**src/rtl/tx_scheduler.sv**
```systemverilog
// Round-robin scheduler sharing one UART transmitter between NUM_TXSCHED_REQ
// byte producers. Each grant is sent as a header frame {tag, source} followed
// by the payload frame, with a per-frame timeout on the transmitter's done.
module tx_scheduler #(
    parameter int unsigned NB_TXSCHED_DATA = 8,
    parameter int unsigned NUM_TXSCHED_REQ = 4,
    parameter logic [NB_TXSCHED_DATA-$clog2(NUM_TXSCHED_REQ)-1:0] TXSCHED_HDR_TAG = 6'b101010,
    parameter int unsigned TXSCHED_TIMEOUT = 65535
) (
    input  logic                                       i_clk,
    input  logic                                       i_reset,
    input  logic [NUM_TXSCHED_REQ-1:0]                 i_txsched_REQ,
    input  logic [NUM_TXSCHED_REQ*NB_TXSCHED_DATA-1:0] i_txsched_DATA,
    output logic [NUM_TXSCHED_REQ-1:0]                 o_txsched_ACK,
    output logic                                       o_txsched_TXSTART,
    output logic [NB_TXSCHED_DATA-1:0]                 o_txsched_DIN,
    input  logic                                       i_txsched_TXDONE,
    output logic                                       o_txsched_BUSY,
    output logic                                       o_txsched_ERROR
);

    localparam int unsigned REQ_W = NUM_TXSCHED_REQ;
    localparam int unsigned PTR_W = $clog2(NUM_TXSCHED_REQ);
    localparam int unsigned CNT_W = $clog2(TXSCHED_TIMEOUT + 1);
    localparam logic [CNT_W-1:0] CNT_LAST = CNT_W'(TXSCHED_TIMEOUT - 1);

    typedef enum logic [1:0] {
        ST_IDLE      = 2'd0,
        ST_WAIT_HDR  = 2'd1,
        ST_WAIT_DATA = 2'd2
    } state_t;

    state_t                     state_q;
    logic [PTR_W-1:0]           ptr_q;
    logic [CNT_W-1:0]           cnt_q;
    logic [NB_TXSCHED_DATA-1:0] payload_q;
    logic [REQ_W-1:0]           ack_q;
    logic                       txstart_q;
    logic [NB_TXSCHED_DATA-1:0] din_q;
    logic                       busy_q;
    logic                       error_q;

    logic                       grant_vld_c;
    logic [PTR_W-1:0]           grant_idx_c;
    logic [NB_TXSCHED_DATA-1:0] data_a [NUM_TXSCHED_REQ];

    // Unpack the flat payload bus into one byte per requester
    for (genvar g = 0; g < NUM_TXSCHED_REQ; g++) begin : g_unpack
        assign data_a[g] = i_txsched_DATA[g*NB_TXSCHED_DATA +: NB_TXSCHED_DATA];
    end

    // First asserted request scanning upward from the round-robin pointer
    always_comb begin
        grant_vld_c = 1'b0;
        grant_idx_c = '0;
        for (int unsigned i = 0; i < NUM_TXSCHED_REQ; i++) begin
            if (!grant_vld_c && i_txsched_REQ[ptr_q + PTR_W'(i)]) begin
                grant_vld_c = 1'b1;
                grant_idx_c = ptr_q + PTR_W'(i);
            end
        end
    end

    // Scheduler FSM with registered pulses, byte and status outputs
    always_ff @(posedge i_clk) begin
        if (i_reset) begin
            state_q   <= ST_IDLE;
            ptr_q     <= '0;
            cnt_q     <= '0;
            payload_q <= '0;
            ack_q     <= '0;
            txstart_q <= 1'b0;
            din_q     <= '0;
            busy_q    <= 1'b0;
            error_q   <= 1'b0;
        end else begin
            ack_q     <= '0;
            txstart_q <= 1'b0;
            error_q   <= 1'b0;
            case (state_q)
                ST_IDLE: begin
                    if (grant_vld_c) begin
                        ack_q     <= REQ_W'(1) << grant_idx_c;
                        txstart_q <= 1'b1;
                        din_q     <= {TXSCHED_HDR_TAG, grant_idx_c};
                        payload_q <= data_a[grant_idx_c];
                        ptr_q     <= grant_idx_c + PTR_W'(1);
                        cnt_q     <= '0;
                        busy_q    <= 1'b1;
                        state_q   <= ST_WAIT_HDR;
                    end
                end
                ST_WAIT_HDR: begin
                    if (i_txsched_TXDONE) begin
                        txstart_q <= 1'b1;
                        din_q     <= payload_q;
                        cnt_q     <= '0;
                        state_q   <= ST_WAIT_DATA;
                    end else if (cnt_q == CNT_LAST) begin
                        error_q <= 1'b1;
                        busy_q  <= 1'b0;
                        state_q <= ST_IDLE;
                    end else begin
                        cnt_q <= cnt_q + CNT_W'(1);
                    end
                end
                ST_WAIT_DATA: begin
                    if (i_txsched_TXDONE) begin
                        busy_q  <= 1'b0;
                        state_q <= ST_IDLE;
                    end else if (cnt_q == CNT_LAST) begin
                        error_q <= 1'b1;
                        busy_q  <= 1'b0;
                        state_q <= ST_IDLE;
                    end else begin
                        cnt_q <= cnt_q + CNT_W'(1);
                    end
                end
                default: begin
                    busy_q  <= 1'b0;
                    state_q <= ST_IDLE;
                end
            endcase
        end
    end

    assign o_txsched_ACK     = ack_q;
    assign o_txsched_TXSTART = txstart_q;
    assign o_txsched_DIN     = din_q;
    assign o_txsched_BUSY    = busy_q;
    assign o_txsched_ERROR   = error_q;

endmodule

```
**config.mk**
```make
export PLATFORM = sky130hd
export DESIGN_NAME = tx_scheduler
export DESIGN_NICKNAME = d
export VERILOG_FILES = /design/src/rtl/tx_scheduler.sv
export SDC_FILE = /design/constraint.sdc
export NUM_CORES = 1
export LEC_CHECK = 0
export BUFFER_PORTS_ARGS = -buffer_cell sky130_fd_sc_hd__buf_2
export CORE_MARGIN = 1
export CORE_UTILIZATION = 55
export DETAILED_ROUTE_END_ITERATION = 16
export MAX_ROUTING_LAYER = met4
export PLACE_DENSITY = 0.82
export SYNTH_ARGS = -nofsm -noshare
export SYNTH_HDL_FRONTEND = slang
export SYNTH_SLANG_ARGS = --single-unit
```
**constraint.sdc**
```tcl
create_clock -name i_clk -period 5.2 [get_ports i_clk]
set_input_delay 0.26 -clock i_clk [delete_from_list [all_inputs] [get_ports i_clk]]
set_output_delay 0.26 -clock i_clk [all_outputs]
set_load 0.01 [all_outputs]
```
==> impl_metrics.ini <==
[run_status]
status = finished clean

[power_and_ir_drop]
ir_worst_vdd_mv = 0.169
power.switching_mw = 0.252
clkPwrFrac_pct = 25.0
power_mw = 0.793
combPwrFrac_pct = 26.0
power.density_nw_per_um2 = 298
sequentialPowerShare_pct = 49.0
leakagePower_nw = 1.08
internal_power_mw = 0.540
power.share.switching_pct = 31.8

[setup_path]
crit_type = flip-flop to flip-flop
arrival_ns = 2.56
cp-end-kind = flip-flop
startpoint = state_q[0]$_SDFFE_PP0P_
r2r_setup_slack_ns = 2.84
r2r_cells = 7
cp.required_ns = 5.40
rr_startpoint = state_q[0]$_SDFFE_PP0P_
path_max_fanout = 17
setup.worst_path.end = cnt_q[8]$_SDFFE_PP0P_
r2r-end = cnt_q[8]$_SDFFE_PP0P_
critPathLaunchType = flip-flop

[sta]
worst_slack_ns = 2.84
rsz0062_at_grt = false
max_freq_mhz = 424
report.final.hold_viol_count = 0
setup_violations = 0
fin_crit_ns = 2.36
tns_ns = 0
post-route-period-util_pct = 45.3
slew_headroom_pct = 41.3
skew_ns = 0.00973
worst-slew-pin-transition_ns = 0.880
slew_violations = 0

[cts]
hold_buffers = 0
clk_latency_ns = 0.30
post-cts-setup-buffers = 0
numCtsBuffers = 5
cts.path.max_buffers = 2
htreeDepth = 2
cts_resized = 0
clk_pin_slew_ns = 0.08
clock-root-buffer = clkbuf_8
clkSinkCount = 43
cts_tree = built

[yosys]
yosysTopAreaCellShare_pct = 37.1
syn_inst = 261
synth_top_family_by_area = simple AND/OR/NAND/NOR gates
synthFlopType = dfxtp_1
synth-simple-area-share_pct = 23.4
syn-mean-instance-area_um2 = 8.89
seq_area_frac_synth_pct = 37.1
synth_compound_area_share_pct = 22.7
synth_mux_area_share_pct = 4.31
synth_top_cells_by_area = dfxtp_1 37%, nor2_1 4.4%, mux2_1 3.9%, a21oi_1 3.7%, a221o_1 3.5%
synth_cell_types = 58
yosysTopAreaCell = dfxtp_1
synth-xor-area-share_pct = 4.91
synth_edf_count = 0
syn_nets = 306
ys_seq_elements = 43
synthesis.area_um2 = 2320
synthAdderAreaFrac_pct = 3.24
ys_warn_count = 0
async_reset_ff_share_pct = 0

[final_layout]
final_nets = 355
syn_to_final_growth_pct = 14.8
drive_gt1_share_pct = 24.6
finalNonFillerCells = 359
n_antenna_cell = 0
final_cell_area_um2 = 2660

[place]
dpl.cell_count = 353
dp_hpwl_mm = 3.67
place_ws_ns = 2.89
place_area_um2 = 2590
placement.io_buffers = 53
routabilityCongestion = 0.825

[detailed_routing]
wl_per_cell_um = 13.7
wl_mm = 4.91
viasPerCell = 5.78
firstDrtPassIters = 4
drc = 0
drt_iter0_markers = 164
ant_nets = 0
num_vias = 2075

[global_route]
antenna_found_initial = 0
grt_max_degree = 18
grt_remaining_overflow = 0
grt_pass1_vias = 1753
grt_pass1_wl_mm = 7.87
groute.usage.overall_pct = 23.4

[floorplanning]
ios = 54
row_count = 23
die_w_um = 66.9
dieHeight_um = 66.9
start_util_pct = 57.6
core-area_um2 = 4030
die-area_um2 = 4480

[worst_hold_path]
hold_path.class = input pin to flip-flop

[flow_run]
max_cap_viol_count = 0
[state kept, by name, indices dropped and copies added (netlist names)]
| register | cells |
|---|---|
| o_txsched_ERROR | 1 |
| cnt_q | 16 |
| o_txsched_ACK | 4 |
| o_txsched_DIN | 8 |
| o_txsched_TXSTART | 1 |
| payload_q | 8 |
| o_txsched_BUSY | 1 |
| state_q | 2 |
| ptr_q | 2 |
[power by group through the flow]
stage               combinational (mW)  clock, mW  sequential, mW
finish                           0.206      0.198           0.388
global route                     0.230      0.212           0.392
CTS                              0.206      0.201           0.387
detailed placement               0.206          0           0.394
global placement                 0.203          0           0.394
floorplan                        0.145          0           0.395
[through the flow]
stage	hold slack, ns	util (%)
after floorplan	0.408	-
after global placement	0.458	64.2
after detailed placement	0.464	64.2
after CTS	0.265	66.1
after global routing	0.281	66.1
final	0.267	66.1
[Yosys cell counts, types with 2 or more instances]
| cell type | number |
|---|---|
| a211oi_1 | 4 |
| a21boi_1 | 2 |
| a21o_1 | 4 |
| a21oi_1 | 17 |
| a21oi_2 | 2 |
| a221o_1 | 8 |
| a311oi_1 | 3 |
| and2_1 | 3 |
| and2b_2 | 2 |
| and3_1 | 4 |
| buf_2 | 2 |
| buf_6 | 2 |
| clkbuf_1 | 6 |
| dfxtp_1 | 43 |
| ha_1 | 6 |
| inv_1 | 10 |
| mux2_1 | 8 |
| nand2_1 | 16 |
| nand2b_1 | 5 |
| nand3_1 | 15 |
| nand4_1 | 5 |
| nor2_1 | 27 |
| nor3_1 | 4 |
| nor4_1 | 6 |
| nor4_4 | 2 |
| o21ai_0 | 9 |
| o21ai_1 | 2 |
| o21bai_1 | 2 |
| o22ai_1 | 2 |
| xnor2_1 | 7 |
| xor2_1 | 6 |
[per-layer routing]
metal	global-route usage, %	part of all wire [%]	vias up
met5	-	0	-
met1	29.9	49	959
met2	37.8	46	60
met3	4.28	3.9	5
met4	6.38	0.90	0
li1	-	-	1051
[how the worst min path moves through the flow]
stage | depth (start not counted) | startpoint | slack [ns] | to
floorplan | 2 | i_txsched_TXDONE | 0.41 | state_q[1]$_SDFFE_PP0P_
global placement | 2 | o_txsched_DIN[6]$_SDFFE_PP0P_ | 0.46 | o_txsched_DIN[6]$_SDFFE_PP0P_
detailed placement | 2 | o_txsched_DIN[2]$_SDFFE_PP0P_ | 0.46 | o_txsched_DIN[2]$_SDFFE_PP0P_
CTS | 3 | i_txsched_TXDONE | 0.26 | state_q[1]$_SDFFE_PP0P_
global route | 3 | i_txsched_TXDONE | 0.28 | state_q[1]$_SDFFE_PP0P_
finish | 3 | i_txsched_TXDONE | 0.27 | state_q[1]$_SDFFE_PP0P_
[worst max-delay path: stages (launching register included)]
cell and delay [ns]:
dfxtp_1 0.42, inv_1 0.09, ha_1 0.27, a21oi_1 0.29
a21boi_1 0.28, o21a_1 0.51, o22ai_1 0.18, a21o_1 0.20
[cell usage in the layout, fill, tap and decap left out, types with 5 or more instances in the layout]
cell      Yosys  routed
nand3_1      15      15
nand2b_1      5       5
xnor2_1       7       7
mux2_1        8       8
clkbuf_8      0       5
inv_1        10      10
nor4_1        6       6
a221o_1       8       8
dfxtp_1      43      43
buf_2         2      53
nor2_1       27      27
nand4_1       5       5
ha_1          6       6
nand2_1      16      16
xor2_1        6       6
a21oi_1      17      17
o21ai_0       9       9
[final cells by class]
class                      count  area [µm²]
fill                         348        1370
clock inverter                 1        7.51
inverter                      11        41.3
tap                           50        62.6
sequential                    43         861
clock buffer                   5        68.8
timing repair buffer          53         265
multi-input combinational    196        1360
[cells by family after synthesis]
group | after synthesis
AND/OR/NAND/NOR | 98
buffers and inverters | 22
flip-flops | 43
AO/OA/AOI/OAI | 70
XOR/XNOR | 13
multiplexers | 9
adder cells (fa/ha/maj) | 6
Power figures use the tool's default switching activity.
